## config.mk

```make
export PLATFORM = sky130hd
export DESIGN_NAME = adder_sched
export DESIGN_NICKNAME = d
export VERILOG_FILES = /design/src/rtl/adder_sched.sv
export SDC_FILE = /design/constraint.sdc
export NUM_CORES = 1
export LEC_CHECK = 0
export CAP_MARGIN = 5
export CORE_ASPECT_RATIO = 1.5
export CORE_UTILIZATION = 40
export CTS_BUF_LIST = sky130_fd_sc_hd__clkbuf_8
export CTS_CLUSTER_SIZE = 40
export DETAILED_ROUTE_END_ITERATION = 12
export PLACE_DENSITY = 0.77
export REMOVE_ABC_BUFFERS = 1
export SLEW_MARGIN = 20
export SYNTH_ARGS = -nofsm -noshare
export SYNTH_HDL_FRONTEND = slang
export SYNTH_SLANG_ARGS = --single-unit
```

## constraint.sdc

```tcl
create_clock -name m0_axi_aclk -period 9.79 [get_ports m0_axi_aclk]
set_clock_uncertainty 0.1 [all_clocks]
set_input_delay 0.979 -clock m0_axi_aclk [delete_from_list [all_inputs] [get_ports m0_axi_aclk]]
set_output_delay 0.979 -clock m0_axi_aclk [all_outputs]
set_load 0.005 [all_outputs]
```

## src/rtl/adder_sched.sv

```systemverilog
// adder_sched: round-robin scheduler that runs add jobs from two requesters on an AXI4-Lite adder slave.
// Optional feature: define ADDER_SCHED_TIMEOUT_EN to abort any AXI phase stalled for 256 cycles.
module adder_sched #(
    parameter int DATA_WIDTH = 32,
    parameter int ADDR_WIDTH = 8
) (
    input  logic                    m0_axi_aclk,
    input  logic                    m0_axi_areset,
    input  logic                    req0_valid,
    output logic                    req0_ready,
    input  logic [DATA_WIDTH-1:0]   req0_opa,
    input  logic [DATA_WIDTH-1:0]   req0_opb,
    input  logic                    req1_valid,
    output logic                    req1_ready,
    input  logic [DATA_WIDTH-1:0]   req1_opa,
    input  logic [DATA_WIDTH-1:0]   req1_opb,
    output logic                    rsp0_valid,
    output logic                    rsp1_valid,
    output logic [DATA_WIDTH-1:0]   rsp_result,
    output logic                    rsp_err,
    output logic [ADDR_WIDTH-1:0]   m0_axi_awaddr,
    output logic                    m0_axi_awvalid,
    input  logic                    m0_axi_awready,
    output logic [DATA_WIDTH-1:0]   m0_axi_wdata,
    output logic [DATA_WIDTH/8-1:0] m0_axi_wstrb,
    output logic                    m0_axi_wvalid,
    input  logic                    m0_axi_wready,
    input  logic [1:0]              m0_axi_bresp,
    input  logic                    m0_axi_bvalid,
    output logic                    m0_axi_bready,
    output logic [ADDR_WIDTH-1:0]   m0_axi_araddr,
    output logic                    m0_axi_arvalid,
    input  logic                    m0_axi_arready,
    input  logic [DATA_WIDTH-1:0]   m0_axi_rdata,
    input  logic [1:0]              m0_axi_rresp,
    input  logic                    m0_axi_rvalid,
    output logic                    m0_axi_rready,
    output logic [2:0]              state_dbg
);

    // Handshakes: a transfer happens on a rising edge where valid and ready are both high.
    // The requester side is a pulse: reqN_ready is high for exactly one cycle after its job
    // was latched, and rspN_valid is high for exactly one cycle with rsp_result/rsp_err.

    localparam logic [ADDR_WIDTH-1:0] ADDR_OPA = ADDR_WIDTH'(8'h00);
    localparam logic [ADDR_WIDTH-1:0] ADDR_OPB = ADDR_WIDTH'(8'h04);
    localparam logic [ADDR_WIDTH-1:0] ADDR_RES = ADDR_WIDTH'(8'h08);

    typedef enum logic [2:0] {
        IDLE = 3'd0,
        WR_A = 3'd1,
        WR_B = 3'd2,
        RD   = 3'd3,
        RESP = 3'd4
    } state_t;

    state_t                state;
    logic                  last_grant;
    logic                  gnt;
    logic                  launched;
    logic [DATA_WIDTH-1:0] opa_q;
    logic [DATA_WIDTH-1:0] opb_q;

    logic                  any_valid;
    logic                  grant_sel;
    logic                  aw_hs;
    logic                  w_hs;
    logic                  b_hs;
    logic                  ar_hs;
    logic                  r_hs;
    logic                  in_phase;
    logic                  phase_done;
    logic                  phase_timeout;
    logic                  job_done;
    logic                  job_fail;
    logic                  job_end;

    assign state_dbg     = state;
    assign m0_axi_wstrb  = '1;
    assign m0_axi_araddr = ADDR_RES;
    assign m0_axi_bready = ((state == WR_A) && launched) || (state == WR_B);
    assign m0_axi_rready = (state == RD);

    assign aw_hs      = m0_axi_awvalid & m0_axi_awready;
    assign w_hs       = m0_axi_wvalid & m0_axi_wready;
    assign b_hs       = m0_axi_bvalid & m0_axi_bready;
    assign ar_hs      = m0_axi_arvalid & m0_axi_arready;
    assign r_hs       = m0_axi_rvalid & m0_axi_rready;
    assign in_phase   = (state == WR_A) || (state == WR_B) || (state == RD);
    assign phase_done = b_hs | r_hs;
    assign job_end    = job_done | job_fail;

    // last_grant == 1 means requester 1 was served last, so requester 0 wins a tie.
    always_comb begin
        any_valid = req0_valid | req1_valid;
        if (req0_valid && req1_valid) begin
            grant_sel = ~last_grant;
        end else begin
            grant_sel = req1_valid;
        end
    end

    always_comb begin
        job_done = 1'b0;
        job_fail = 1'b0;
        case (state)
            WR_A, WR_B: begin
                if (b_hs) begin
                    job_fail = (m0_axi_bresp != 2'b00);
                end else begin
                    job_fail = phase_timeout;
                end
            end
            RD: begin
                if (r_hs) begin
                    job_done = 1'b1;
                    job_fail = (m0_axi_rresp != 2'b00);
                end else begin
                    job_fail = phase_timeout;
                end
            end
            default: begin
                job_done = 1'b0;
                job_fail = 1'b0;
            end
        endcase
    end

`ifdef ADDER_SCHED_TIMEOUT_EN
    logic [7:0] phase_cnt;

    // Counts cycles spent in the current AXI phase; the 256th stalled cycle aborts the job.
    assign phase_timeout = (phase_cnt == 8'hFF);

    always_ff @(posedge m0_axi_aclk or posedge m0_axi_areset) begin
        if (m0_axi_areset) begin
            phase_cnt <= 8'd0;
        end else if (in_phase && !phase_done) begin
            phase_cnt <= phase_cnt + 8'd1;
        end else begin
            phase_cnt <= 8'd0;
        end
    end
`else
    assign phase_timeout = 1'b0;
`endif

    always_ff @(posedge m0_axi_aclk or posedge m0_axi_areset) begin
        if (m0_axi_areset) begin
            state          <= IDLE;
            last_grant     <= 1'b1;
            gnt            <= 1'b0;
            launched       <= 1'b0;
            opa_q          <= '0;
            opb_q          <= '0;
            req0_ready     <= 1'b0;
            req1_ready     <= 1'b0;
            rsp0_valid     <= 1'b0;
            rsp1_valid     <= 1'b0;
            rsp_result     <= '0;
            rsp_err        <= 1'b0;
            m0_axi_awaddr  <= '0;
            m0_axi_awvalid <= 1'b0;
            m0_axi_wdata   <= '0;
            m0_axi_wvalid  <= 1'b0;
            m0_axi_arvalid <= 1'b0;
        end else begin
            req0_ready <= 1'b0;
            req1_ready <= 1'b0;
            rsp0_valid <= 1'b0;
            rsp1_valid <= 1'b0;
            if (aw_hs) m0_axi_awvalid <= 1'b0;
            if (w_hs)  m0_axi_wvalid  <= 1'b0;
            if (ar_hs) m0_axi_arvalid <= 1'b0;

            case (state)
                IDLE: begin
                    if (any_valid) begin
                        gnt        <= grant_sel;
                        last_grant <= grant_sel;
                        opa_q      <= grant_sel ? req1_opa : req0_opa;
                        opb_q      <= grant_sel ? req1_opb : req0_opb;
                        req0_ready <= ~grant_sel;
                        req1_ready <= grant_sel;
                        launched   <= 1'b0;
                        state      <= WR_A;
                    end
                end
                WR_A: begin
                    // First WR_A cycle only arms the write; the bus sees it on the next cycle.
                    if (!launched) begin
                        launched       <= 1'b1;
                        m0_axi_awaddr  <= ADDR_OPA;
                        m0_axi_wdata   <= opa_q;
                        m0_axi_awvalid <= 1'b1;
                        m0_axi_wvalid  <= 1'b1;
                    end else if (b_hs && !job_fail) begin
                        m0_axi_awaddr  <= ADDR_OPB;
                        m0_axi_wdata   <= opb_q;
                        m0_axi_awvalid <= 1'b1;
                        m0_axi_wvalid  <= 1'b1;
                        state          <= WR_B;
                    end
                end
                WR_B: begin
                    if (b_hs && !job_fail) begin
                        m0_axi_arvalid <= 1'b1;
                        state          <= RD;
                    end
                end
                RD: begin
                    state <= RD;
                end
                RESP: begin
                    state <= IDLE;
                end
                default: begin
                    state <= IDLE;
                end
            endcase

            // Completion, slave error or timeout: abandon remaining phases and answer.
            if (job_end) begin
                m0_axi_awvalid <= 1'b0;
                m0_axi_wvalid  <= 1'b0;
                m0_axi_arvalid <= 1'b0;
                rsp0_valid     <= ~gnt;
                rsp1_valid     <= gnt;
                rsp_err        <= job_fail;
                rsp_result     <= job_fail ? '0 : m0_axi_rdata;
                state          <= RESP;
            end
        end
    end

endmodule

```

==> flow_summary.rst, run 1 <==
.. list-table::
   :header-rows: 1

   * - Metric
     - Value
   * - Total routed wire length on the met1 layer
     - 6.427 mm
   * - Run status
     - complete, no violations
   * - Cells taking the most area after synthesis
     - sky130_fd_sc_hd__dfrtp_1, sky130_fd_sc_hd__a222oi_1, sky130_fd_sc_hd__inv_1
   * - Vias in the first global route
     - about 5,300
   * - Drt pass-1 iters
     - 11
   * - Number of maximum-capacitance violations
     - 0
   * - Crit path time final
     - 3.167 ns
   * - Pin slew with the least headroom to its limit
     - 0.8534 ns
   * - Number of antenna violations at the first check in global routing
     - 1
   * - Setup repair after global routing missed its margin
     - no
   * - Met2 routed WL
     - 9.008 mm
   * - Detail-routed net length per standard cell
     - 16.75 um
   * - Final hold violation count
     - 0
   * - Clock slew seen by the registers of the worst setup and hold paths
     - 0.08 ns
   * - Share of the synthesized area in the top cell type
     - ~58%
   * - Multi-input gate area in the final layout
     - approximately 1900 sq um
   * - Internal power of the cells
     - 1.577 mW
   * - Share of power burned in registers
     - 40.3%
   * - Post-layout instance area
     - 9017 sq um
   * - Number of distinct library cells after synthesis
     - 33
   * - Yosys warns
     - 0
   * - Highest metal used
     - met4
   * - Number of standard-cell rows in the floorplan
     - 55
   * - Area post-placement
     - around 8600 sq um
   * - Switching part of the total power
     - 35.09%
   * - Vias post-DR
     - ~5,200
   * - Number of nets in the final layout
     - 978
   * - Fin crit share
     - around a third
   * - Final total negative setup slack
     - 0 ns
   * - Class of the tightest hold or removal check
     - register to register
   * - Final cell utilization of the core
     - 60.11%
   * - Top fanout value on the critical path
     - 34
   * - Design Power
     - 2.430 mW
   * - Die Span X
     - around 100 um
   * - Clock latency of the later-clocked register in the worst-skew pair
     - 0.43 ns
   * - Cells after Synth
     - 574
   * - IO Port Bufs
     - 250
   * - Max IR drop VDD
     - 0.0001268 V
   * - CTS Hold Bufs
     - 0
   * - CTS tree
     - yes
   * - Clock tree buffer depth
     - 2
   * - Setup crit end kind
     - register
   * - DR DRC count
     - 0
   * - Combinational cell fraction of total power
     - 40.8%
   * - Max Clk Rate
     - 0.3158 GHz
   * - Initial DRC Count
     - about 350
   * - Met3 routed wirelength
     - 1.110 mm
   * - Sort of element at the start of the critical path
     - input port
   * - Global-route wire length before repair
     - 26.78 mm
   * - Static Leakage
     - 4.219 nW
   * - Weighted congestion at the end of routability-driven global placement
     - 0.7742
   * - Switching Power
     - 852.8 uW
   * - Sequential element share of the synthesized area
     - 58.50%
   * - Mean Syn Cell Area
     - 10.66 sq um
   * - Boundary pin count
     - 270
   * - Proportion of power drawn by the clock network
     - 19.0%
   * - Category of the critical setup timing path
     - input port to register
   * - Setup violations, final
     - 0
   * - Post-synthesis register bit count
     - 143
   * - Starting Density
     - 40.79%
   * - Library cell used as clock root buffer
     - sky130_fd_sc_hd__clkbuf_8
   * - Commonest non-fill, non-tap cell in the layout
     - sky130_fd_sc_hd__clkdlybuf4s50_1
   * - Relative area change from synthesis to final layout
     - 47.35%
   * - Post-Synthesis Cell Area
     - roughly 6100 sq um
   * - Sequential Area
     - 3580 sq um
   * - Maximum level of the CTS H-tree
     - 4
   * - Antenna Violating Nets Remaining
     - 0
   * - Fillers
     - 1,243
   * - Gr ovfl total
     - 0
   * - Share of final-layout standard cells stronger than drive strength 1
     - around a tenth
   * - Final Max Slew Viols
     - 0
   * - Maximum number of pins on one net before global-route repair
     - 88
   * - DP HPWL
     - 11.58 mm
   * - Die span in y
     - 153.5 um
   * - CP Data Required Time
     - 10.04 ns
   * - Via-to-Cell Ratio
     - 5.151
   * - Total routed wirelength
     - 17.04 mm
   * - Setup repair bufs after CTS
     - 0
   * - Slew HR
     - 43.11%
   * - CTS sink count
     - 143
   * - Most frequent cells in the layout
     - sky130_fd_sc_hd__clkdlybuf4s50_1, sky130_fd_sc_hd__dfrtp_1, sky130_fd_sc_hd__inv_1
   * - Overall routing resource usage
     - 22.16%
   * - Library cell with the largest summed area after synthesis
     - sky130_fd_sc_hd__dfrtp_1
   * - P per Cell Area
     - 269.5 nW/um^2
   * - Total Die Area
     - 15,810 sq um
   * - Inserted Clock Buffers
     - 17
   * - Arrival time at the worst endpoint
     - between 3 and 4 ns
   * - Area of the core region
     - 15,000 sq um
   * - Post-cts sizing count
     - 0
-- path summary, 6_finish.rpt --
check,from,endpoint,slack [ns],depth (start not counted)
max reg2reg,state_dbg[2],m0_axi_wdata[26],7.13,4
min,gnt,rsp0_valid,0.35,1
min reg2reg,gnt,rsp0_valid,0.35,1
max in group asynchronous,m0_axi_areset,opa_q[20],7.36,3
max,m0_axi_bvalid,m0_axi_wdata[26],6.62,5
min in group asynchronous,m0_axi_areset,opb_q[12],0.97,2
-- registers in the layout (all words and copies together), names as in the netlist, 3 cells and up --
name,cells
m0_axi_wdata,32
opa_q,32
opb_q,32
rsp_result,32
state_dbg,3
-- metal layers --
metal,vias up,GRT usage [%]
met5,-,0
met3,29,4.984
met2,225,38.79
met4,0,10.19
met1,2529,25.06
li1,2456,-
-- worst max-delay path: stages --
cell and delay [ns]:
sky130_fd_sc_hd__clkdlybuf4s50_1 0.44, sky130_fd_sc_hd__nor2b_1 0.34, sky130_fd_sc_hd__nand3_2 0.70, sky130_fd_sc_hd__and2_4 0.68
sky130_fd_sc_hd__a21oi_2 0.21
-- metrics by stage --
step / setup WS (ns) / hold WS, ns / std cells
after floorplan: 4.875 / 0.3136 / 529
after global placement: 6.208 / 0.3597 / 985
after detailed placement: 6.139 / 0.3607 / 985
after CTS: 6.608 / 0.3657 / 1016
after global routing: 6.466 / 0.4033 / 1017
final: 6.623 / 0.3458 / 1017
-- power groups by stage --
stage	logic, mW	registers, mW	clock network, mW
floorplan	0.537	0.966	0
global route	1.10	1.01	0.501
global placement	0.978	0.985	0
detailed placement	1.00	0.987	0
finish	0.990	0.979	0.461
CTS	1.01	0.979	0.476
-- logic make-up after synthesis --
logic type / Yosys count / synth area share, %
flip-flops: 143 / 58.50
AND/OR/NAND/NOR: 96 / 6.808
buffers and inverters: 159 / 12.27
AO/OA/AOI/OAI: 174 / 22.31
other: 2 / 0.1227
-- cells in the mapped netlist --
| cell type | number |
|---|---|
| sky130_fd_sc_hd__dfrtp_1 | 142 |
| sky130_fd_sc_hd__inv_1 | 97 |
| sky130_fd_sc_hd__nand2_1 | 68 |
| sky130_fd_sc_hd__a222oi_1 | 64 |
| sky130_fd_sc_hd__a21oi_1 | 38 |
| sky130_fd_sc_hd__o22ai_1 | 32 |
| sky130_fd_sc_hd__a21oi_2 | 30 |
| sky130_fd_sc_hd__buf_4 | 20 |
| sky130_fd_sc_hd__buf_2 | 18 |
| sky130_fd_sc_hd__clkbuf_1 | 16 |
| sky130_fd_sc_hd__nor2_1 | 7 |
| sky130_fd_sc_hd__buf_1 | 4 |
| sky130_fd_sc_hd__nand2b_1 | 4 |
| sky130_fd_sc_hd__a21o_1 | 3 |
| sky130_fd_sc_hd__and3_1 | 3 |
| sky130_fd_sc_hd__buf_12 | 3 |
| sky130_fd_sc_hd__nor2b_1 | 3 |
| sky130_fd_sc_hd__and2_1 | 2 |
| sky130_fd_sc_hd__and3b_1 | 2 |
| sky130_fd_sc_hd__conb_1 | 2 |
| sky130_fd_sc_hd__nor3_1 | 2 |
| sky130_fd_sc_hd__nor4_1 | 2 |
| sky130_fd_sc_hd__o21ai_1 | 2 |
| sky130_fd_sc_hd__a21bo_2 | 1 |
| sky130_fd_sc_hd__and2_4 | 1 |
| sky130_fd_sc_hd__buf_6 | 1 |
| sky130_fd_sc_hd__dfstp_2 | 1 |
| sky130_fd_sc_hd__nand3_1 | 1 |
| sky130_fd_sc_hd__o21a_1 | 1 |
| sky130_fd_sc_hd__o21ai_0 | 1 |
| sky130_fd_sc_hd__o221ai_1 | 1 |
| sky130_fd_sc_hd__o31ai_1 | 1 |
| sky130_fd_sc_hd__or3_1 | 1 |
-- area by class of cell --
class	count	share of cell area, %
clock inverter	13	1.526
multi-input combinational	289	20.81
antenna	1	0.02775
sequential	143	39.70
timing repair buffer	257	28.33
inverter	97	4.093
tap	199	2.761
clock buffer	18	2.747
(Power assumes the default switching activity.)
==> run 2, diff against run 1 <==
Settings changed: CORE_UTILIZATION 40 to 39, PLACE_DENSITY 0.77 to 0.78.
Clock period 9.79 ns to 2.75 ns, I/O delays scaled along.
==> flow_summary.rst, run 2 (same netlist as run 1, synthesis figures left out) <==
.. list-table::
   :header-rows: 1

   * - Metric
     - Value
   * - Clock slew seen by the registers of the worst setup and hold paths
     - about 0.080 ns
   * - Pin slew with the least headroom to its limit
     - 0.6478 ns
   * - Commonest non-fill, non-tap cell in the layout
     - sky130_fd_sc_hd__clkdlybuf4s50_1
   * - Die Span X
     - 104.3 um
   * - Most frequent cells in the layout
     - sky130_fd_sc_hd__clkdlybuf4s50_1, sky130_fd_sc_hd__dfrtp_1, sky130_fd_sc_hd__inv_1
   * - Sort of element at the start of the critical path
     - register
   * - Proportion of power drawn by the clock network
     - roughly a fifth
   * - Library cell used as clock root buffer
     - sky130_fd_sc_hd__clkbuf_8
   * - Die span in y
     - 155.4 um
   * - Global-route wire length before repair
     - 28.52 mm
   * - Relative area change from synthesis to final layout
     - 48.93%
   * - Detail-routed net length per standard cell
     - 17.44 um
   * - Setup repair after global routing missed its margin
     - no
   * - Fillers
     - 1,294
   * - Final Max Slew Viols
     - 0
   * - Gr ovfl total
     - 0
   * - Fin crit share
     - 83.31%
   * - Share of power burned in registers
     - ~40%
   * - Setup crit end kind
     - output port
   * - Total routed wirelength
     - 17.89 mm
   * - Boundary pin count
     - 270
   * - CP Data Required Time
     - 2.38 ns
   * - P per Cell Area
     - roughly 970 nW/um^2
   * - Maximum number of pins on one net before global-route repair
     - 63
   * - Number of maximum-capacitance violations
     - 0
   * - Via-to-Cell Ratio
     - roughly 5.2
   * - Static Leakage
     - 4.267 nW
   * - CTS tree
     - yes
   * - Total Die Area
     - 16,210 sq um
   * - Switching part of the total power
     - 35.37%
   * - Overall routing resource usage
     - 22.73%
   * - Vias post-DR
     - around 5,300
   * - Met3 routing resource usage after global routing
     - 7.038%
   * - Post-cts sizing count
     - 0
   * - Starting Density
     - about two fifths
   * - DP HPWL
     - roughly 12 mm
   * - Maximum level of the CTS H-tree
     - 4
   * - CTS Hold Bufs
     - 0
   * - Clock latency of the later-clocked register in the worst-skew pair
     - 0.44 ns
   * - Combinational cell fraction of total power
     - 41.1%
   * - ANT cells
     - 0
   * - Setup repair bufs after CTS
     - 0
   * - Final total negative setup slack
     - 0 ns
   * - Area of the core region
     - 15,210 sq um
   * - Antenna Violating Nets Remaining
     - 0
   * - Crit path time final
     - approximately 2.3 ns
   * - Number of nets in the final layout
     - between 900 and 1,000
   * - Most used routing layer
     - met2
   * - Run status
     - complete, no violations
   * - Switching Power
     - 3.112 mW
   * - Inserted Clock Buffers
     - 17
   * - IO Port Bufs
     - 250
   * - Number of antenna violations at the first check in global routing
     - 0
   * - Weighted congestion at the end of routability-driven global placement
     - 0.7889
   * - DR DRC count
     - 0
   * - CTS sink count
     - between 100 and 150
   * - Area post-placement
     - a little under 9000 sq um
   * - Top fanout value on the critical path
     - 10
   * - Initial DRC Count
     - ~520
   * - Drt pass-1 iters
     - 8
   * - Met1 track utilization from global routing
     - 25.12%
   * - Arrival time at the worst endpoint
     - 1.92 ns
   * - Post-layout instance area
     - 9114 sq um
   * - Clock tree buffer depth
     - 2
   * - Final cell utilization of the core
     - between 50% and 60%
   * - Final hold violation count
     - 0
   * - Internal power of the cells
     - 5.688 mW
   * - Number of standard-cell rows in the floorplan
     - between 50 and 60
   * - Class of the tightest hold or removal check
     - input port to async pin
   * - Setup slack, reg-to-reg
     - 0.70 ns
   * - Slew HR
     - 56.81%
   * - Share of final-layout standard cells stronger than drive strength 1
     - 10.40%
   * - Max Clk Rate
     - between 0.4 and 0.5 GHz
   * - Max IR drop VDD
     - 0.0003993 V
   * - Met2 GRT Util
     - 39.23%
   * - Setup violations, final
     - 0
   * - Vias in the first global route
     - 5,479
   * - Category of the critical setup timing path
     - register to output port
-- run 2: cell count changes in the layout (fill, tap and decap cells not counted), sizes merged --
cell / change
buf: +9
clkinvlp: +2
inv: -2
clkbuf: +1
diode: -1
-- run 2: final cells by class --
cell class / count / area [sq um] / area share [%]
well taps: 199 / 249.0 / 2.732
multi-input cells: 289 / 1871 / 20.52
inverters: 97 / 369.1 / 4.050
repair buffers: 266 / 2648 / 29.05
clock inverters: 13 / 136.4 / 1.496
flip-flops and latches: 143 / 3580 / 39.28
clock buffers: 19 / 261.5 / 2.869
-- run 2: critical path: stages (launching register included) --
cell and delay, ns:
sky130_fd_sc_hd__dfrtp_1 0.51, sky130_fd_sc_hd__nor2b_1 0.30, sky130_fd_sc_hd__nor2_1 0.08, sky130_fd_sc_hd__nor2_1 0.08, sky130_fd_sc_hd__clkdlybuf4s50_1 0.52
-- run 2: final timing paths --
| path | depth (start not counted) | from | end |
|---|---|---|---|
| max | 4 | state_dbg[1] | m0_axi_bready |
| min | 2 | m0_axi_areset | m0_axi_wdata[18] |
| max reg2reg | 6 | state_dbg[1] | opa_q[8] |
| min reg2reg | 1 | rsp_err | rsp_err |
| max in group asynchronous | 3 | m0_axi_areset | opa_q[6] |
| min in group m0_axi_aclk | 3 | m0_axi_rdata[14] | rsp_result[14] |
-- run 2: per-layer routing --
layer	vias to the layer above	wire length [um]
li1	2467	-
met1	2537	6825
met2	268	9042
met3	36	1423
met4	0	603
met5	-	0
-- run 2: power groups by stage --
stage | Sequential, mW | Clock [mW] | Combinational [mW]
floorplan | 3.44 | 0 | 1.91
global placement | 3.51 | 0 | 3.57
detailed placement | 3.53 | 0 | 3.66
CTS | 3.50 | 1.73 | 3.67
global route | 3.60 | 1.83 | 3.99
finish | 3.51 | 1.68 | 3.61
-- run 2: per-stage QoR --
stage / worst slack [ns] / power [mW] / std cells / hold slack (ns)
finish: 0.4591 / 8.801 / 1026 / 0.1939
CTS: 0.4069 / 8.902 / 1026 / 0.1851
detailed placement: 0.5902 / 7.190 / 994 / 0.3673
global placement: 0.6437 / 7.078 / 994 / 0.3607
floorplan: -1.461 / 5.350 / 529 / 0.3003
global route: 0.2512 / 9.418 / 1026 / 0.2285
==> run 3, diff against run 2 <==
Clock period 2.75 ns to 2.1 ns, I/O delays scaled along.
==> flow_summary.rst, run 3 (same netlist as run 1, synthesis figures left out) <==
.. list-table::
   :header-rows: 1

   * - Metric
     - Value
   * - Slew HR
     - 57.20%
   * - Die span in y
     - 155.4 um
   * - DR DRC count
     - 0
   * - Design Power
     - 11.69 mW
   * - Overall routing resource usage
     - 22.50%
   * - Top fanout value on the critical path
     - 65
   * - Vias in the first global route
     - ~5,600
   * - Sort of element at the start of the critical path
     - register
   * - Most frequent cells in the layout
     - sky130_fd_sc_hd__clkdlybuf4s50_1, sky130_fd_sc_hd__dfrtp_1, sky130_fd_sc_hd__inv_1
   * - Detail-routed net length per standard cell
     - ~17 um
   * - Number of maximum-capacitance violations
     - 0
   * - Worst stage delay on the critical path
     - 0.46 ns
   * - Maximum number of pins on one net before global-route repair
     - 67
   * - Fin Hold WS
     - 0.02302 ns
   * - Weighted congestion at the end of routability-driven global placement
     - 0.7951
   * - Area of the core region
     - about 15,000 sq um
   * - Final hold violation count
     - 0
   * - Starting Density
     - 40.24%
   * - Worst Path Buf+Inv
     - 4
   * - Post-layout worst setup margin
     - 0.1778 ns
   * - Area post-placement
     - 8816 sq um
   * - Most frequent CP cell
     - sky130_fd_sc_hd__buf_4
   * - Library cell used as clock root buffer
     - sky130_fd_sc_hd__clkbuf_8
   * - Total routed wirelength
     - 17.58 mm
   * - Clock slew seen by the registers of the worst setup and hold paths
     - 0.09 ns
   * - Depth of the most critical reg-to-reg path
     - 7
   * - Worst reg2reg path endpoint
     - opa_q[14]
   * - WP depth
     - 7
   * - Static Leakage
     - 4.352 nW
   * - Critical Path Slowest Stage Cell
     - sky130_fd_sc_hd__a222oi_1
   * - Final Max Slew Viols
     - 0
   * - CTS tree
     - yes
   * - Setup violations, final
     - 0
   * - Antenna Violating Nets Remaining
     - 0
   * - Inserted Clock Buffers
     - 17
   * - Commonest non-fill, non-tap cell in the layout
     - sky130_fd_sc_hd__clkdlybuf4s50_1
   * - Gr ovfl total
     - 0
   * - Category of the critical setup timing path
     - register to register
   * - Maximum level of the CTS H-tree
     - 4
   * - ANT cells
     - 0
   * - Die Span X
     - 104.3 um
   * - Clock tree buffer depth
     - 2
   * - Clock latency of the later-clocked register in the worst-skew pair
     - 0.43 ns
   * - Global-route wire length before repair
     - 28.32 mm
   * - Crit path time final
     - between 1.5 and 2 ns
   * - CP Data Required Time
     - 2.32 ns
   * - Fin crit share
     - 91.54%
   * - Arrival time at the worst endpoint
     - about 2.1 ns
   * - Fillers
     - 1,279
   * - Via-to-Cell Ratio
     - 5.146
   * - P per Cell Area
     - 1265 nW/um^2
   * - Reg-to-reg critical path startpoint
     - state_dbg[1]
   * - Share of final-layout standard cells stronger than drive strength 1
     - a little under an eighth
   * - DP HPWL
     - 12.27 mm
   * - Setup slack, reg-to-reg
     - 0.18 ns
   * - Post-layout instance area
     - just over 9000 sq um
   * - Pin slew with the least headroom to its limit
     - 0.6420 ns
   * - Setup repair after global routing missed its margin
     - no
   * - IO Port Bufs
     - 250
   * - Max Clk Rate
     - 0.5202 GHz
   * - Number of standard-cell rows in the floorplan
     - 55
   * - Run status
     - complete, no violations
   * - Boundary pin count
     - 270
   * - Place WS
     - 0.1154 ns
   * - Sequential Area
     - 3582 sq um
   * - Number of antenna violations at the first check in global routing
     - 0
   * - Setup crit end kind
     - register
   * - Total Die Area
     - 16,210 sq um
   * - CTS Hold Bufs
     - 0
   * - Multi-input gate area in the final layout
     - between 1500 and 2000 sq um
   * - Vias post-DR
     - ~5,300
   * - Number of nets in the final layout
     - ~990
   * - Sequence of cells on the critical path
     - buf_4 > nor3_1 > buf_4 > and3_2 > buf_12 > a222oi_1 > inv_1
   * - Relative area change from synthesis to final layout
     - 51.09%
   * - Class of the tightest hold or removal check
     - input port to async pin
   * - CTS sink count
     - ~140
   * - Max IR drop VDD
     - 0.0005960 V
   * - Drt pass-1 iters
     - 8
   * - Initial DRC Count
     - 444
   * - Delay-heaviest family, CP
     - buffers and inverters
## run 3: cell count changes in the layout (fill, tap and decap cells not counted), sizes merged
cell,previous run,this run
buf,16,23
clkbuf,19,17
clkdlybuf4s50,250,248
clkinv,5,3
clkinvlp,4,1
dlygate4sd2,0,1
dlymetal6s2s,0,1
inv,99,106
## run 3: worst max-delay path by stage
stage                             start                to  slack, ns
final                      state_dbg[1]         opa_q[14]       0.18
after global placement       req1_valid         opb_q[27]       0.21
after global routing       state_dbg[2]  m0_axi_wdata[17]       0.09
after detailed placement     req1_valid         opa_q[14]       0.12
after floorplan           m0_axi_areset               gnt      -2.05
after CTS                  state_dbg[2]     m0_axi_rready       0.02
## run 3: final cells by class
type | instances | area share (%)
Multi-Input combinational cell | 289 | 20.28
Clock buffer | 17 | 2.530
Timing Repair Buffer | 273 | 29.89
Inverter | 97 | 3.992
Tap cell | 199 | 2.693
Sequential cell | 143 | 38.74
Clock inverter | 15 | 1.867
## run 3: where the power goes
group / internal [mW] / switching, mW / leakage (nW)
combinational: 2.52 / 2.36 / 2.36
sequential: 3.91 / 0.639 / 1.78
clock: 1.10 / 1.16 / 0.208
total: 7.53 / 4.16 / 4.35
## run 3: layer usage
metal / part of all wire (%) / global-route usage, % / up-vias
met5: 0 / 0 / -
met4: 2.6 / 10.27 / 0
met3: 7.8 / 7.206 / 29
met2: 53 / 40.49 / 244
met1: 36 / 23.77 / 2567
li1: - / - / 2476
## run 3: per-stage QoR
| stage | utilization (%) | std cells | TNS [ns] |
|---|---|---|---|
| 3_5_place_dp | 57.97 | 999 | 0 |
| 5_1_grt | 60.80 | 1033 | 0 |
| 3_3_place_gp | 57.97 | 999 | 0 |
| 4_1_cts | 60.77 | 1033 | 0 |
| 2_1_floorplan | - | 529 | -371.23 |
| 6_report | 60.80 | 1033 | 0 |
## run 3: what timing repair did
| item | CTS | global route |
|---|---|---|
| endpoints found under the setup margin | 2 | 1 |
| endpoints found under the hold margin | 0 | 0 |
| resized for setup | 5 | 2 |
| buffers inserted | 2 | 0 |
